`config.mk`:
```
export PLATFORM = sky130hd
export DESIGN_NAME = dcache_port_arb
export DESIGN_NICKNAME = d
export VERILOG_FILES = /design/src/rtl/dcache_port_arb.sv
export SDC_FILE = /design/constraint.sdc
export NUM_CORES = 1
export LEC_CHECK = 0
export ABC_AREA = 1
export CORE_MARGIN = 5
export CORE_UTILIZATION = 35
export CTS_CLUSTER_SIZE = 40
export DETAILED_ROUTE_END_ITERATION = 10
export MAX_ROUTING_LAYER = met4
export PLACE_DENSITY_LB_ADDON = 0.15
export SETUP_SLACK_MARGIN = 0.05
export SLEW_MARGIN = 20
export SYNTH_ARGS = -nofsm -noshare
export SYNTH_HDL_FRONTEND = slang
export SYNTH_SLANG_ARGS = --single-unit
```
`constraint.sdc`:
```
create_clock -name clk -period 3.1 [get_ports clk]
set_input_delay 0.62 -clock clk [delete_from_list [all_inputs] [get_ports clk]]
set_output_delay 0.62 -clock clk [all_outputs]
set_load 0.03 [all_outputs]
```
`src/rtl/dcache_port_arb.sv`:
```
// -----------------------------------------------------------------------------
// dcache_port_arb
//
// Single-port D$ access arbiter between the load pipe (e0), the store buffer
// drain and the line-fill engine. At most one requester is granted per cycle
// (combinational grant/ack). The winner's command is registered onto the D$
// command bus on the following edge. A granted fill locks the port for the
// whole FILL_BEATS burst.
//
// Optional feature macro: DCARB_STARVE_EN
//   defined   : a 4-bit store wait counter promotes a store that has been
//               denied STARVE_MAX consecutive arbitration cycles above loads
//               (fill > starved store > load > store).
//   undefined : stores are strictly lowest priority (fill > load > store);
//               STARVE_MAX is only range-checked.
//
// Parameters
//   VA_BITS    : address width
//   STARVE_MAX : store denials before promotion (1..15)
//   FILL_BEATS : 64-bit beats per line fill (power of 2, 2..8)
//
// Ports
//   clk, reset                : core clock, asynchronous active-low reset
//   ld_req_e0/ld_va_e0        : load request/address;  ld_gnt_e0 grant
//   st_vld_xx/st_be_xx/st_data_xx/st_addr_xx : store drain; st_ack_xx ack
//   fill_req_xx/fill_addr_xx/fill_data_xx    : fill beat; fill_gnt_xx grant
//   dc_en_xx/dc_we_xx/dc_be_xx/dc_addr_xx/dc_wdata_xx/dc_src_xx :
//                               registered D$ command (src 0=ld 1=st 2=fill)
// -----------------------------------------------------------------------------
module dcache_port_arb #(
    parameter int unsigned VA_BITS    = 32,
    parameter int unsigned STARVE_MAX = 4,
    parameter int unsigned FILL_BEATS = 4
) (
    input  logic               clk,
    input  logic               reset,
    input  logic               ld_req_e0,
    input  logic [VA_BITS-1:0] ld_va_e0,
    output logic               ld_gnt_e0,
    input  logic               st_vld_xx,
    input  logic [7:0]         st_be_xx,
    input  logic [63:0]        st_data_xx,
    input  logic [VA_BITS-1:0] st_addr_xx,
    output logic               st_ack_xx,
    input  logic               fill_req_xx,
    input  logic [VA_BITS-1:0] fill_addr_xx,
    input  logic [63:0]        fill_data_xx,
    output logic               fill_gnt_xx,
    output logic               dc_en_xx,
    output logic               dc_we_xx,
    output logic [7:0]         dc_be_xx,
    output logic [VA_BITS-1:0] dc_addr_xx,
    output logic [63:0]        dc_wdata_xx,
    output logic [1:0]         dc_src_xx
);

    localparam int unsigned CNT_W = $clog2(FILL_BEATS);

    if (FILL_BEATS < 2 || FILL_BEATS > 8 || (FILL_BEATS & (FILL_BEATS - 1)) != 0) begin : g_bad_beats
        $error("dcache_port_arb: FILL_BEATS must be a power of 2 in 2..8");
    end
    if (STARVE_MAX < 1 || STARVE_MAX > 15) begin : g_bad_starve
        $error("dcache_port_arb: STARVE_MAX must be in 1..15");
    end

    typedef enum logic {
        S_ARB  = 1'b0,
        S_FILL = 1'b1
    } state_e;

    state_e           state_q, state_d;
    logic [CNT_W-1:0] beat_q,  beat_d;

    logic             ld_gnt, st_gnt, fill_gnt;
    logic             st_starved;

    logic             dc_en_q;
    logic             dc_we_q;
    logic [7:0]       dc_be_q;
    logic [VA_BITS-1:0] dc_addr_q;
    logic [63:0]      dc_wdata_q;
    logic [1:0]       dc_src_q;

`ifdef DCARB_STARVE_EN
    localparam logic [3:0] STARVE_LIM = 4'(STARVE_MAX);

    logic [3:0] st_wait_q, st_wait_d;

    assign st_starved = (st_wait_q == STARVE_LIM);

    // Counts arbitration cycles in which a valid store lost. Frozen during a
    // fill burst so a burst neither promotes nor demotes the store.
    always_comb begin
        st_wait_d = st_wait_q;
        if (st_gnt) begin
            st_wait_d = 4'd0;
        end else if (state_q == S_ARB && st_vld_xx && !st_starved) begin
            st_wait_d = st_wait_q + 4'd1;
        end
    end

    always_ff @(posedge clk or negedge reset) begin
        if (!reset) begin
            st_wait_q <= 4'd0;
        end else begin
            st_wait_q <= st_wait_d;
        end
    end
`else
    assign st_starved = 1'b0;
`endif

    // State register
    always_ff @(posedge clk or negedge reset) begin
        if (!reset) begin
            state_q <= S_ARB;
            beat_q  <= '0;
        end else begin
            state_q <= state_d;
            beat_q  <= beat_d;
        end
    end

    // Next state. beat_q holds the beats still owed after the one that opened
    // the burst; the beat that drains it to zero releases the port on the
    // same edge, so a burst is exactly FILL_BEATS grants.
    always_comb begin
        state_d = state_q;
        beat_d  = beat_q;
        unique case (state_q)
            S_ARB: begin
                if (fill_gnt) begin
                    state_d = S_FILL;
                    beat_d  = CNT_W'(FILL_BEATS - 1);
                end
            end
            S_FILL: begin
                if (fill_gnt) begin
                    beat_d = beat_q - CNT_W'(1);
                    if (beat_q == CNT_W'(1)) begin
                        state_d = S_ARB;
                    end
                end
            end
            default: begin
                state_d = S_ARB;
                beat_d  = '0;
            end
        endcase
    end

    // Grants. Forced low while reset is held; inside a burst only the fill
    // engine may use the port, even if it pauses.
    always_comb begin
        ld_gnt   = 1'b0;
        st_gnt   = 1'b0;
        fill_gnt = 1'b0;
        if (reset) begin
            unique case (state_q)
                S_ARB: begin
                    if (fill_req_xx) begin
                        fill_gnt = 1'b1;
                    end else if (st_vld_xx && st_starved) begin
                        st_gnt = 1'b1;
                    end else if (ld_req_e0) begin
                        ld_gnt = 1'b1;
                    end else if (st_vld_xx) begin
                        st_gnt = 1'b1;
                    end
                end
                S_FILL: begin
                    fill_gnt = fill_req_xx;
                end
                default: begin
                    fill_gnt = 1'b0;
                end
            endcase
        end
    end

    assign ld_gnt_e0   = ld_gnt;
    assign st_ack_xx   = st_gnt;
    assign fill_gnt_xx = fill_gnt;

    // D$ command register: dc_en pulses for one cycle per grant; the payload
    // fields keep the last winner's values when idle.
    always_ff @(posedge clk or negedge reset) begin
        if (!reset) begin
            dc_en_q    <= 1'b0;
            dc_we_q    <= 1'b0;
            dc_be_q    <= 8'h00;
            dc_addr_q  <= '0;
            dc_wdata_q <= 64'h0;
            dc_src_q   <= 2'd0;
        end else begin
            dc_en_q <= ld_gnt | st_gnt | fill_gnt;
            if (fill_gnt) begin
                dc_we_q    <= 1'b1;
                dc_be_q    <= 8'hff;
                dc_addr_q  <= fill_addr_xx;
                dc_wdata_q <= fill_data_xx;
                dc_src_q   <= 2'd2;
            end else if (st_gnt) begin
                dc_we_q    <= 1'b1;
                dc_be_q    <= st_be_xx;
                dc_addr_q  <= st_addr_xx;
                dc_wdata_q <= st_data_xx;
                dc_src_q   <= 2'd1;
            end else if (ld_gnt) begin
                dc_we_q    <= 1'b0;
                dc_be_q    <= 8'h00;
                dc_addr_q  <= ld_va_e0;
                dc_wdata_q <= 64'h0;
                dc_src_q   <= 2'd0;
            end
        end
    end

    assign dc_en_xx    = dc_en_q;
    assign dc_we_xx    = dc_we_q;
    assign dc_be_xx    = dc_be_q;
    assign dc_addr_xx  = dc_addr_q;
    assign dc_wdata_xx = dc_wdata_q;
    assign dc_src_xx   = dc_src_q;

endmodule

```
==> results of run 1 <==
==> final timing paths <==
check                                  start         endpoint  slack, ns  depth (start not counted)
worst min-delay path                   reset  dc_wdata_xx[56]       0.14                          1
min in group clk                dc_src_xx[1]     dc_src_xx[1]       0.47                          2
worst min register to register  dc_src_xx[1]     dc_src_xx[1]       0.47                          2
max in group asynchronous              reset  dc_wdata_xx[18]       1.86                          2
worst max register to register       state_q      dc_be_xx[0]       1.41                          7
worst max-delay path             fill_req_xx        ld_gnt_e0       0.57                          5
==> state kept, by name, summed over array words and instances (netlist names) <==
register / flops
dc_we_xx: 1
dc_be_xx: 8
dc_src_xx: 2
dc_addr_xx: 32
dc_en_xx: 1
dc_wdata_xx: 64
state_q: 1
beat_q: 2
==> final cells by class <==
class                   count  area, um2
flip-flops and latches    111       2780
fillers                  1375       5900
clock buffers              12        267
clock inverters             2       16.3
inverters                   7       26.3
repair buffers            359       3590
well taps                 188        235
multi-input cells         558       2390
==> power by group <==
part           switching (uW)  total, uW  internal, uW
Sequential                176       1930          1750
Combinational            1190       2140           947
Clock                     521       1130           605
Total                    1890       5190          3300
==> cell families (layout without fill, tap and decap cells) <==
kind of cell	Yosys count	count (layout)
fa+ha+maj	1	1
flops	111	111
simple gates	522	522
buf+inv	55	380
compound gates	35	35
==> per-layer routing <==
layer,GRT usage,vias up,part of all wire
met2,0.374,240,0.49
met3,0.0645,26,0.087
met5,-,-,0
met4,0.0741,0,0.023
li1,-,2954,-
met1,0.269,2642,0.40
==> worst register-to-register path, cell delays in order, from the launching register on <==
cell      delay (ns)
dfrtp_1         0.45
inv_2           0.12
o211ai_4        0.11
nand2_4         0.11
inv_2           0.07
buf_4           0.51
nand2_1         0.15
nand3_1         0.11
==> cells in the final DEF, fill, tap and decap left out, drive strengths merged <==
| cell type | Yosys | layout |
|---|---|---|
| clkdlybuf4s50 | 0 | 343 |
| o21ai | 4 | 4 |
| nor2 | 40 | 40 |
| clkinvlp | 0 | 1 |
| o211ai | 1 | 1 |
| nand2 | 342 | 342 |
| ha | 1 | 1 |
| inv | 7 | 7 |
| clkbuf | 8 | 12 |
| clkinv | 0 | 1 |
| nor3 | 1 | 1 |
| buf | 40 | 16 |
| nand3 | 139 | 139 |
| a21oi | 30 | 30 |
| dfrtp | 111 | 111 |
==> metrics by stage <==
| step | utilization | instances |
|---|---|---|
| finish | 0.612 | 1237 |
| CTS | 0.612 | 1237 |
| floorplan | - | 724 |
| global placement | 0.593 | 1223 |
| global route | 0.612 | 1237 |
| detailed placement | 0.593 | 1223 |
==> metrics, run 1 <==
Placement Rows 45; Max Freq between 300 and 400 MHz; CTS Buf Count 9; WHS 0.140 ns; Seq/Total Area, Yosys 0.512; static leakage power about 0.0042 uW; Vias/cell 4.74; crit path launch type primary input; die width roughly 130 um; Pwr per Cell Area 559 nW/um2; max_slew headroom 0.465; Area growth syn-to-layout 71.4%; initial antenna violation count 0; EDFF count, synth 0; #FFs+latches synth 111; global-route wire length before repair around 31000 um; Yosys top cell by area dfrtp_1; DR vias 5862; post-synth top area share 0.512; core area 15200 um2; placed instance area 9020 um2; most frequent cell after synthesis nand2_1; status complete, no violations; Post-synth top cells nand2_1 (340), nand3_1 (138), dfrtp_1 (111), nor2_1 (39), a21oi_1 (30); post-layout instance area between 9000 and 10000 um2; Max FO, Critical Path 15; synth warn 0; synthesized area per cell 7.49 um2; PostCTS Resize Cnt 0; # H-tree levels 3; Crit Path Category primary input to output pin; vias in the first global route 5784; WP buf/inv 2; compound-gate portion of the synthesized area 0.0353; min Tclk post-route 2.53 ns; delay-heaviest family, CP buffers and inverters; Crit path largest cell delay 0.54 ns; Slew @ Worst Pin ~0.8 ns; area of the die between 15000 and 20000 um2; crit end category output pin; initial detailed-routing violation count 310; Mapped Area 5430 um2; hpwl dp 15100 um; setup TNS 0 ns; CTS tree built; class of the worst hold path primary input to async pin; RSZ-0062 raised after global routing false; gp weighted congestion between 0.8 and 0.9; fraction of layout cells with a size suffix above 1 0.0391; total clock sinks 111; DRC 0; post-synthesis mux area share 0; Post-Place Setup Slack between 0.5 and 0.6 ns; Post-DRT Antenna Nets 0; Post-synth top flop dfrtp_1; CP cell instances clkdlybuf4s50_1 > nor2_8 > nand2_1 > nor2_1 > buf_4; Longest Clk Path Bufs 2; synth unique cells 20; Reg clk slew, reported paths ~0.070 ns; number of placed I/O pins 348; Power, Total 5190 uW; postcts setup bufs 0; synthesized net count about 960; Area contributors post-synth dfrtp_1 (51%), nand2_1 (24%), nand3_1 (13%), a21oi_1 (2.8%), nor2_1 (2.7%); Post-CTS Hold Buffers 0; Pins Over Slew Limit 0; 1st-pass router iterations 4; Final Skew 0.00814 ns; maximum vdd drop roughly 0.00032 V; clock tree root buffer cell clkbuf_16; Adder-Cell Fraction of Synth Area 0.00231; largest family of logic cells by synthesized area simple AND/OR/NAND/NOR gates; Initial Util 0.357; Total Routing Usage GR 0.227; Max Cap Viol 0; Synth Area in XOR/XNOR 0; CP max-delay cell clkdlybuf4s50_1; port buffer count roughly 350; Critical Path AT 1.91 ns; ys async rst share 1.00; Synth Area in Simple Gates 0.400; Die H 135 um; synthesized instance count 724; Final Setup Violations 0; NumNets Final 1284; Avg WL per Cell 16.7 um; GRT overflow 0; diodes inserted 0; Clock Latency Late Sink approximately 0.34 ns; fin worst setup slack 0.570 ns; Fin. Hold Viols 0; period utilization 0.816; drt total wl 20600 um; pin count of the biggest net entering global routing 74; Worst EP required around 2.5 ns
Note: power is estimated with default switching activity, not from simulation.
==> inputs of run 2 (changes only) <==
CORE_UTILIZATION = 33   (was 35)
clock period = 2.23 ns   (was 3.1 ns; I/O delays follow)
==> metrics, run 2 (synthesis results as in run 1) <==
setup TNS 0 ns (unchanged); period utilization 0.924; CP cell instances clkdlybuf4s50_1 > nor2_1 > nand3_2 > inv_2 > buf_4 (was clkdlybuf4s50_1 > nor2_8 > nand2_1 > nor2_1 > buf_4); Die H 138 um (was 135 um); class of the worst hold path primary input to async pin (unchanged); DRC 0 (unchanged); maximum vdd drop 0.000389 V (was 0.000321 V); fin worst setup slack 0.170 ns (was 0.570 ns); delay-heaviest family, CP buffers and inverters (unchanged); pin count of the biggest net entering global routing 74 (unchanged); Max Freq 485 MHz; most common cell after layout, fill and taps aside clkdlybuf4s50_1 (unchanged); CTS tree built (unchanged); NumNets Final 1293 (was 1284); diodes inserted 0 (unchanged); postcts setup bufs 0 (unchanged); DR vias 5961 (was 5862); 1st-pass router iterations 4 (unchanged); total clock sinks 111 (unchanged); crit end category output pin (unchanged); crit path launch type primary input (unchanged); Slew @ Worst Pin 0.943 ns (was 0.803 ns); Avg WL per Cell 16.3 um (was 16.7 um); area of the die 19100 um2 (was 18100 um2); Crit path largest cell delay 0.56 ns (was 0.54 ns); Post-Place Setup Slack 0.126 ns (was 0.581 ns); Pins Over Slew Limit 0 (unchanged); hpwl dp 15900 um (was 15100 um); core area 16000 um2 (was 15200 um2); GRT overflow 0 (unchanged); Vias/cell 4.67 (was 4.74); Pwr per Cell Area 767 nW/um2 (was 559 nW/um2); drt total wl 20800 um (was 20600 um); Post-DRT Antenna Nets 0 (unchanged); fraction of layout cells with a size suffix above 1 0.0481 (was 0.0391); Longest Clk Path Bufs 2 (unchanged); WP buf/inv 3 (was 2); static leakage power 0.00430 uW (was 0.00423 uW); Crit Path Category primary input to output pin (unchanged); number of placed I/O pins 348 (unchanged); Final Setup Violations 0 (unchanged); gp weighted congestion 0.864 (was 0.814); status complete, no violations (unchanged); Critical Path AT 1.61 ns (was 1.91 ns); port buffer count 347 (unchanged); Worst EP required 1.78 ns (was 2.48 ns); Final Skew 0.00767 ns (was 0.00814 ns); Reg area 2780 um2 (unchanged); min Tclk post-route 2.06 ns; clock tree root buffer cell clkbuf_16 (unchanged); Reg clk slew, reported paths 0.07 ns (about the same); initial detailed-routing violation count 280 (was 310); Placement Rows 46 (was 45); Clock Latency Late Sink 0.35 ns (was 0.34 ns); Final Util 0.590 (was 0.612); Initial Util 0.339 (was 0.357); Max FO, Critical Path 4 (was 15); Fin. Hold Viols 0 (unchanged); vias in the first global route 6061 (was 5784); Area growth syn-to-layout 74.1% (was 71.4%); max_slew headroom 0.371 (was 0.465); CP max-delay cell clkdlybuf4s50_1 (unchanged); initial antenna violation count 0 (unchanged); multi-input combinational cell area 2390 um2 (unchanged); WHS 0.195 ns (was 0.140 ns); RSZ-0062 raised after global routing false (unchanged); # H-tree levels 3 (unchanged); die width 138 um (was 135 um); Power, Total 7250 uW (was 5190 uW); max reg flops 64 (unchanged); Total Routing Usage GR 0.219 (was 0.227); global-route wire length before repair 32700 um (was 31200 um); commonest non-fill, non-tap cells in the layout clkdlybuf4s50_1 (343), nand2_1 (340), nand3_1 (138) (unchanged); CTS Buf Count 9 (unchanged); Fill cells 1495 (was 1375); Max Cap Viol 0 (unchanged)
[run 2: cell types whose count changed in the layout (fill, tap and decap cells not counted), moves of 2 or more]
cell and change:
buf_4 +5, clkinv_2 +4, buf_12 +3, clkbuf_8 -2
[run 2: through the flow]
stage	cell area, um2	cells
finish	9440	1276
global route	9440	1276
CTS	9440	1276
detailed placement	9150	1259
global placement	9150	1259
floorplan	5430	724
[run 2: path summary, 6_finish.rpt]
kind,start,to,slack [ns],cells after the start
setup / recovery,ld_req_e0,st_ack_xx,0.17,5
setup reg to reg,state_q,dc_wdata_xx[44],0.76,7
max in group asynchronous,reset,dc_wdata_xx[28],1.20,2
hold reg to reg,dc_src_xx[1],dc_src_xx[1],0.47,2
hold / removal,reset,dc_addr_xx[23],0.19,2
min in group clk,dc_src_xx[1],dc_src_xx[1],0.47,2
[run 2: repair_timing]
action,CTS,global route
gates resized for setup,0,0
hold buffers,1,0
hold endpoints to repair,10,0
[run 2: layer usage]
metal,GRT usage,share of wire,vias to the layer above
li1,-,-,2973
met3,0.0590,0.083,31
met2,0.371,0.49,247
met4,0.0692,0.024,0
met1,0.254,0.40,2710
met5,-,0,-
[run 2: layout make-up]
type | instances | area share
sequential | 111 | 0.294
multi-input combinational | 558 | 0.253
clock buffer | 10 | 0.0253
inverter | 7 | 0.00292
clock inverter | 6 | 0.00464
tap | 216 | 0.0286
timing repair buffer | 368 | 0.392
[run 2: power breakdown]
group          internal [uW]  leakage (uW)  switching, uW
combinational           1340       0.00280           1660
clock                    797      0.000144            768
sequential              2440       0.00136            246
total                   4580       0.00430           2670
